$ cat src/rtl/wb_regfile_pkg.sv
// wb_regfile_pkg: shared constants and types for the write-back register
// file and its outstanding-write scoreboard.
//   REG_ZERO   - hardwired-zero register index
//   REG_RA     - return-address register index ($ra)
//   SB_CNT_MAX - saturation value of a per-register pending-write count
//   sb_cnt_t   - 2-bit pending-write count
package wb_regfile_pkg;

    localparam logic [4:0] REG_ZERO   = 5'd0;
    localparam logic [4:0] REG_RA     = 5'd31;
    localparam logic [1:0] SB_CNT_MAX = 2'd3;

    typedef logic [1:0] sb_cnt_t;

endpackage

$ cat src/rtl/wb_regfile_sb_cnt2.sv
// sb_cnt2: one saturating 2-bit up/down pending-write counter.
// Ports:
//   clk       in   rising-edge clock
//   rst       in   synchronous active-high reset (count -> 0)
//   inc       in   an accepted issue targets this register
//   dec       in   a write-back targets this register
//   cnt       out  current outstanding-write count (0..3)
//   underflow out  write-back arrived while count was 0 (combinational)
module sb_cnt2
    import wb_regfile_pkg::*;
(
    input  logic       clk,
    input  logic       rst,
    input  logic       inc,
    input  logic       dec,
    output logic [1:0] cnt,
    output logic       underflow
);

    // A write-back only retires a pending write if one exists; a stray
    // write-back at zero is reported instead of wrapping.
    logic dec_eff;
    assign dec_eff   = dec & (cnt != 2'd0);
    assign underflow = dec & (cnt == 2'd0);

    always_ff @(posedge clk) begin
        if (rst) begin
            cnt <= 2'd0;
        end else begin
            case ({inc, dec_eff})
                2'b10:   if (cnt != SB_CNT_MAX) cnt <= cnt + 2'd1;
                2'b01:   cnt <= cnt - 2'd1;
                default: cnt <= cnt;   // idle, or issue and retire cancel
            endcase
        end
    end

endmodule

$ cat src/rtl/wb_regfile.sv
// wb_regfile: 32x32 write-back register file with a per-register
// outstanding-write scoreboard used by decode for RAW hazard stalls.
// Optional feature macro: REGFILE_BYPASS_EN (write-back data forwarded to
// the read ports in the write-back cycle, busy cleared for the last
// outstanding write).
// Ports:
//   clk, rst                      clock, synchronous active-high reset
//   iss_valid, iss_dest, iss_ready issue with register destination
//   rs_addr/rs_data/rs_busy       read port A
//   rt_addr/rt_data/rt_busy       read port B
//   stall                         hazard or issue back-pressure
//   wb_valid, wb_addr, wb_data    write-back port
//   sb_err                        sticky write-back-without-pending error
module wb_regfile
    import wb_regfile_pkg::*;
#(
    parameter int DATA_W = 32,
    parameter int ADDR_W = 5
)
(
    input  logic              clk,
    input  logic              rst,
    input  logic              iss_valid,
    input  logic [ADDR_W-1:0] iss_dest,
    output logic              iss_ready,
    input  logic [ADDR_W-1:0] rs_addr,
    input  logic [ADDR_W-1:0] rt_addr,
    output logic [DATA_W-1:0] rs_data,
    output logic [DATA_W-1:0] rt_data,
    output logic              rs_busy,
    output logic              rt_busy,
    output logic              stall,
    input  logic              wb_valid,
    input  logic [ADDR_W-1:0] wb_addr,
    input  logic [DATA_W-1:0] wb_data,
    output logic              sb_err
);

    localparam int NREGS = 1 << ADDR_W;

    logic [DATA_W-1:0]        regs [NREGS];
    logic [NREGS-1:0][1:0]    cnt;
    logic [NREGS-1:0]         uflow;
    logic                     wr_en;
    logic                     rs_busy_raw, rt_busy_raw;

    assign wr_en = wb_valid & (wb_addr != REG_ZERO);

    // Register 0 has no scoreboard entry.
    assign cnt[0]   = 2'd0;
    assign uflow[0] = 1'b0;

    assign iss_ready = (iss_dest == REG_ZERO) || (cnt[iss_dest] != SB_CNT_MAX);

    for (genvar r = 1; r < NREGS; r++) begin : g_sb
        sb_cnt2 u_cnt (
            .clk       (clk),
            .rst       (rst),
            .inc       (iss_valid & iss_ready & (iss_dest == ADDR_W'(r))),
            .dec       (wb_valid & (wb_addr == ADDR_W'(r))),
            .cnt       (cnt[r]),
            .underflow (uflow[r])
        );
    end

    // Entry 0 is never written, so it reads back as zero without a mux.
    always_ff @(posedge clk) begin
        if (rst) begin
            for (int i = 0; i < NREGS; i++) regs[i] <= '0;
        end else if (wr_en) begin
            regs[wb_addr] <= wb_data;
        end
    end

    always_ff @(posedge clk) begin
        if (rst)           sb_err <= 1'b0;
        else if (|uflow)   sb_err <= 1'b1;
    end

    assign rs_busy_raw = (rs_addr != REG_ZERO) & (cnt[rs_addr] != 2'd0);
    assign rt_busy_raw = (rt_addr != REG_ZERO) & (cnt[rt_addr] != 2'd0);

`ifdef REGFILE_BYPASS_EN
    logic rs_hit, rt_hit;
    assign rs_hit  = wr_en & (wb_addr == rs_addr);
    assign rt_hit  = wr_en & (wb_addr == rt_addr);
    assign rs_data = rs_hit ? wb_data : regs[rs_addr];
    assign rt_data = rt_hit ? wb_data : regs[rt_addr];
    // The arriving write-back retires the last pending write, so the
    // consumer can proceed this cycle on the forwarded data.
    assign rs_busy = rs_busy_raw & ~(rs_hit & (cnt[rs_addr] == 2'd1));
    assign rt_busy = rt_busy_raw & ~(rt_hit & (cnt[rt_addr] == 2'd1));
`else
    assign rs_data = regs[rs_addr];
    assign rt_data = regs[rt_addr];
    assign rs_busy = rs_busy_raw;
    assign rt_busy = rt_busy_raw;
`endif

    assign stall = rs_busy | rt_busy | (iss_valid & ~iss_ready);

endmodule
$ cat config.mk
export PLATFORM = sky130hd
export DESIGN_NAME = wb_regfile
export DESIGN_NICKNAME = d
export VERILOG_FILES = /design/src/rtl/wb_regfile_pkg.sv /design/src/rtl/wb_regfile_sb_cnt2.sv /design/src/rtl/wb_regfile.sv
export SDC_FILE = /design/constraint.sdc
export NUM_CORES = 2
export LEC_CHECK = 0
export BUFFER_PORTS_ARGS = -buffer_cell sky130_fd_sc_hd__buf_2
export CAP_MARGIN = 20
export CORE_MARGIN = 2
export CORE_UTILIZATION = 50
export DETAILED_ROUTE_END_ITERATION = 16
export HOLD_SLACK_MARGIN = 0.03
export PLACE_DENSITY = 0.78
export SLEW_MARGIN = 25
export SYNTH_ARGS = -nofsm -noshare
export SYNTH_HDL_FRONTEND = slang
export SYNTH_SLANG_ARGS = --single-unit
$ cat constraint.sdc
create_clock -name clk -period 3.6 [get_ports clk]
set_input_delay 0.36 -clock clk [delete_from_list [all_inputs] [get_ports clk]]
set_output_delay 0.36 -clock clk [all_outputs]
set_load 0.005 [all_outputs]
# Word-level counts from Yosys, hierarchy flattened
# Memory sizes are Yosys's and may differ from the RTL's.
# Cells that the tools add are included.
# totals
ff_bits	63
mem_bits_rw	1024
out_inout_bits	69
elab_cells	626
memories	1
# memory_table
memory	depth	width	rd	rd_ports_with_merged_regs	wr	line	text
regs	32	32	2	0	32	wb_regfile.sv:41	logic [DATA_W-1:0] regs [NREGS];
# classes
n_addsub	62
order_cmp	3
n_eq_ne	187
n_mux	76
n_bitwise	132
reduce_logical	133
# ops
op	n
equality test 5 bit, second input constant	32
AND 1 bit	129
nonzero test 2 bit	64
one-hot mux 2 bit (2 select lines)	31
equality test 5 x 4 -> 1 bit, second input constant	16
2-to-1 mux 2 bit	34
!= test 2 bit, second input constant	32
adder 2 x 1 -> 2 bit, second input constant	31
equality test 2 x 1 -> 1 bit, second input constant	31
equality test 2 bit, second input constant	31
logical NOT 2 bit	31
!= test 2 x 1 -> 1 bit, second input constant	31
AND reduction 2 bit	31
subtractor 2 x 1 -> 2 bit, second input constant	31
equality test 5 x 3 -> 1 bit, second input constant	8
2-to-1 mux 32 bit	1
OR reduction 32 bit	1
OR reduction 31 bit	1
binary-select mux 2 bit (select 5 bit)	3
equality test 5 x 2 -> 1 bit, second input constant	4
< comparator 5 x 6 -> 1 bit, second input constant	3
nonzero test 5 bit	3
equality test 5 x 1 -> 1 bit, second input constant	2
2-to-1 mux 1 bit	6
other kinds (5)	6

# Depth between registers and ports, before layout
# logic_depth
word_depth	9
mapped_depth	10
mapped_depth_nobuf	7

# Modules after synthesis
# Synthesis repeated with hierarchy kept, for this count alone.
# unflattened
hier_cells	3868
hier_area_um2	59184.3
# modules_own_cells
module	instances	cells_each	area_per_inst_um2	seq_area_each_um2
wb_regfile	1	3434	55732.2	30769.5
sb_cnt2	31	14	111.4	40.0

# Worst setup path after synthesis
# OpenSTA, ideal clock, no wires.
# synth_timing
path_type	input -> register
from	input port wb_addr[2]
to	memory regs[22][0] (enable)
setup_time_ps	466
arrival_ps	3354
required_time_ps	3134
path_slack_ps	-219
path_stages	4
n_path_buf	1
path_cell_list	clkbuf_1 -> nor2b_1 -> nand3_1 -> o21ai_0
# synth_rtl
item	line	text
from (decl)	wb_regfile.sv:34	input logic [ADDR_W-1:0] wb_addr,
to (decl)	wb_regfile.sv:41	

# Worst setup path in the final report
# layout_timing
from	register g_sb[9].u_cnt.cnt[0]
to	output port stall
# layout_between
elab_chain_len	7
word_cells_on_any_way	16
classes_between	1 x eq/ne; 6 x mux; 6 x bitwise; 3 x reduce/logical
# layout_rtl
item	line	text
from (decl)	wb_regfile_sb_cnt2.sv:16	output logic [1:0] cnt,
from (signal assigned)	wb_regfile_sb_cnt2.sv:31	2'b10: if (cnt != SB_CNT_MAX) cnt <= cnt + 2'd1;
from (signal assigned)	wb_regfile_sb_cnt2.sv:32	2'b01: cnt <= cnt - 2'd1;
from (signal assigned)	wb_regfile_sb_cnt2.sv:33	default: cnt <= cnt;
binary-select mux 2 bit (select 5 bit)	wb_regfile.sv:53	assign iss_ready = (iss_dest == REG_ZERO) || (cnt[iss_dest] != SB_CNT_MAX);
2-to-1 mux 2 bit (not written as such)	wb_regfile.sv:53	
!= test 2 bit	wb_regfile.sv:53	
logical OR 1 bit	wb_regfile.sv:53	
NOT 1 bit	wb_regfile.sv:100	assign stall = rs_busy | rt_busy | (iss_valid & ~iss_ready);
AND 1 bit	wb_regfile.sv:100	
bitwise OR 1 bit *	wb_regfile.sv:100	
to (decl)	wb_regfile.sv:32	output logic stall,
# Every way passes the cells marked *; elsewhere a longest branch is shown, timed or not. The select of a mux whose other input is x is not followed.

==> metrics.csv <==
stage,metric,value,unit
run_status,status,"complete, no violations",
yosys,synthAdderAreaFrac,0,
placed_design,place_hpwl,118000,um
timing,skew,0.0147,ns
critical_path,worst_path_max_delay_cell,mux4_2,
critical_path,reg2reg_from,g_sb[11].u_cnt.cnt[1],
global_routing,grt_pass1_vias,38900,
critical_path,crit_buf_inv,1,
yosys,ys_warn_count,0,
floorplanning,fp.dieW,349,um
global_routing,grtUsageTotal,0.322,
hold_path,hold_start,rst,
critical_path,critical_path.max_stage_delay,0.53,ns
global_routing,grt_pass1_wl,276000,um
cts,cts_root_buf,clkbuf_16,
floorplanning,row_count,126,
critical_path,cpMostUsedCell,mux4_2,
cts,clk_path_buf_depth,3,
floorplanning,start_util,0.504,
critical_path,r2r-end,g_sb[5].u_cnt.cnt[0],
yosys,synth-seq-cells,1087,
timing,finalCriticalPeriod,3.33,ns
global_routing,antenna_found_initial,29,
timing,slew_viol_final,0,
power_and_ir_drop,cellPowerDensity,454,nW/um^2
timing,rsz0062_at_grt,no,
finish,mostFrequentLayoutCell,edfxtp_1,
finish,layout-drive-gt1-share,0.324,
critical_path,crit_family,multiplexers,
yosys,synth_top_family_by_area,multiplexers,
critical_path,crit_type,reg -> out,
yosys,synth_compound_area_frac,0.0281,
drt,postRouteAntennaNets,0,
cts,cts_hold_buffers,0,
power_and_ir_drop,ir_drop,429,uV
floorplanning,die_area,122000,um^2
drt,num_vias,39300,
yosys,synthSimpleGateAreaFrac,0.138,
critical_path,r2r_setup_slack,1.00,ns
timing,tightestPinTransition,0.978,ns
global_routing,grt_max_degree,68,
yosys,synth_xor_area_frac,0,
timing,min_period_over_period,0.925,
hold_path,hold_path_class,in -> reg,
drt,wl_per_cell,34.8,um
cts,cts_resized,0,
floorplanning,die_h,349,um
yosys,syn_area_per_cell,15.2,um^2
critical_path,crit_path_end_kind,output pin,
timing,hold_viol_final,0,
placed_design,place_congestion,0.927,
cts,cts_buffers,107,
yosys,ys_seq_area_frac,0.539,
critical_path,cp.arrival,2.97,ns
yosys,synth_ff_type,edfxtp_1,
critical_path,cp_cell_sequence,"nor2_1, mux4_2, mux4_2, a21oi_1, a211o_1, buf_2",
placed_design,place_ws,0.481,ns
critical_path,crit_fanout,7,
cts,cts_tree,built,
cts,clk_latency,0.70,ns
yosys,synth_edf_count,1024,
finish,final_cell_mix,"1024 x edfxtp_1, 966 x and2_1, 660 x mux4_2, 127 x buf_4",
floorplanning,ioPinCount,125,
finish,area_delta_synth_final,12.9,%
hold_path,holdPathStages,2,
yosys,yosys.cell_types.count,62,
drt,drt_iter0_markers,6848,
cts,cts_setup_buffers,0,
finish,nets,4027,
global_routing,overflow,0,
drt,drc,0,
floorplanning,coreArea,118000,um^2
placed_design,placed_cell_area,63400,um^2
critical_path,critPathLaunchType,flop,
cts,cts_sinks,1087,
timing,slew_headroom,0.348,
yosys,synthArstFlopShare,0,
cts,path_clk_slew,0.07,ns
critical_path,required,3.24,ns
drt,wirelength,196000,um
cts,htree_levels,3,
timing,setup_violations,0,
critical_path,crit_start,g_sb[9].u_cnt.cnt[0],
placed_design,port_buffers,124,
flow_run,maxCapViolCount,0,
yosys,synthMuxAreaShare,0.267,
timing,finalWorstSetupSlack,0.270,ns
finish,fin_area,67000,um^2
power_and_ir_drop,leakage,0.0227,uW
yosys,syn_inst,3919,
drt,drtPass1Iterations,8,
timing,max_clock_freq,300,MHz
drt,viasPerCell,6.99,
hold_path,hold_end,g_sb[17].u_cnt.cnt[1],
critical_path,r2r_cells,7,
yosys,mappedNetlistArea,59400,um^2
## routing by layer
layer,wire (um),GRT usage
met5,139,0
met4,13200,0.187
met3,27500,0.0960
met2,90900,0.507
met1,64000,0.399
## through the flow
step / hold WS [ns] / power [uW] / cells / utilization / setup TNS, ns
floorplan: 0.465 / 17300 / 3950 / - / -53.62
global placement: 0.501 / 18700 / 5398 / 0.537 / 0
detailed placement: 0.505 / 18900 / 5398 / 0.537 / 0
CTS: 0.144 / 30300 / 5599 / 0.568 / 0
global route: 0.145 / 31000 / 5605 / 0.568 / 0
finish: 0.163 / 30400 / 5617 / 0.568 / 0
## state kept, by name, indices dropped and copies added, names as in the netlist
signal / count
g_sb.u_cnt.cnt: 62
regs: 1024
sb_err: 1
## logic make-up after synthesis
family,count (synthesis)
other,1
muxes,750
DFF,1087
AOI/OAI and AO/OA,250
buffers and inverters,419
and+or+nand+nor,1412
## power breakdown
group          leakage, uW  switching, uW  internal (uW)  total [uW]
clock network      0.00177           5000           6740       11700
logic               0.0106           2080           1790        3870
registers           0.0103            347          14500       14800
## area by class of cell
class                   count  area, um^2
diodes                     18        45.0
clock buffers             134        2880
clock inverters            67         739
fillers                  8674       50900
inverters                  16        62.6
multi-input cells        2444       26400
flip-flops and latches   1087       32000
well taps                1536        1920
repair buffers            315        2950
## worst max-delay path by stage
stage                              to  slack, ns  depth (start not counted)
after global placement    rs_data[31]       0.48                          6
after detailed placement  rs_data[31]       0.48                          6
after floorplan           regs[22][0]      -0.22                          4
after CTS                       stall       0.29                          7
after global routing            stall       0.16                          7
final                           stall       0.27                          6
## synth_stat cells (10+ instances only)
cell type | n | area (um^2)
buf_2 | 19 | 95.1
dfxtp_1 | 63 | 1260
a21o_1 | 13 | 97.6
nor3_1 | 31 | 155
mux2_2 | 75 | 845
o21ai_0 | 65 | 325
a2111oi_2 | 10 | 150
a21oi_1 | 54 | 270
o21ai_1 | 17 | 85.1
nand2b_1 | 13 | 81.3
nor2b_1 | 10 | 62.6
edfxtp_1 | 1024 | 30700
nor2_1 | 146 | 548
and3_1 | 36 | 225
buf_1 | 61 | 229
nand4_1 | 35 | 219
mux4_2 | 660 | 14900
and2_1 | 966 | 6040
clkbuf_1 | 319 | 1200
a211oi_1 | 10 | 75.1
nand3_1 | 15 | 75.1
mux2i_1 | 11 | 110
inv_1 | 16 | 60.1
nor3_2 | 11 | 110
a31oi_1 | 31 | 194
nand2_1 | 119 | 447
Power figures use the tool's default switching activity.
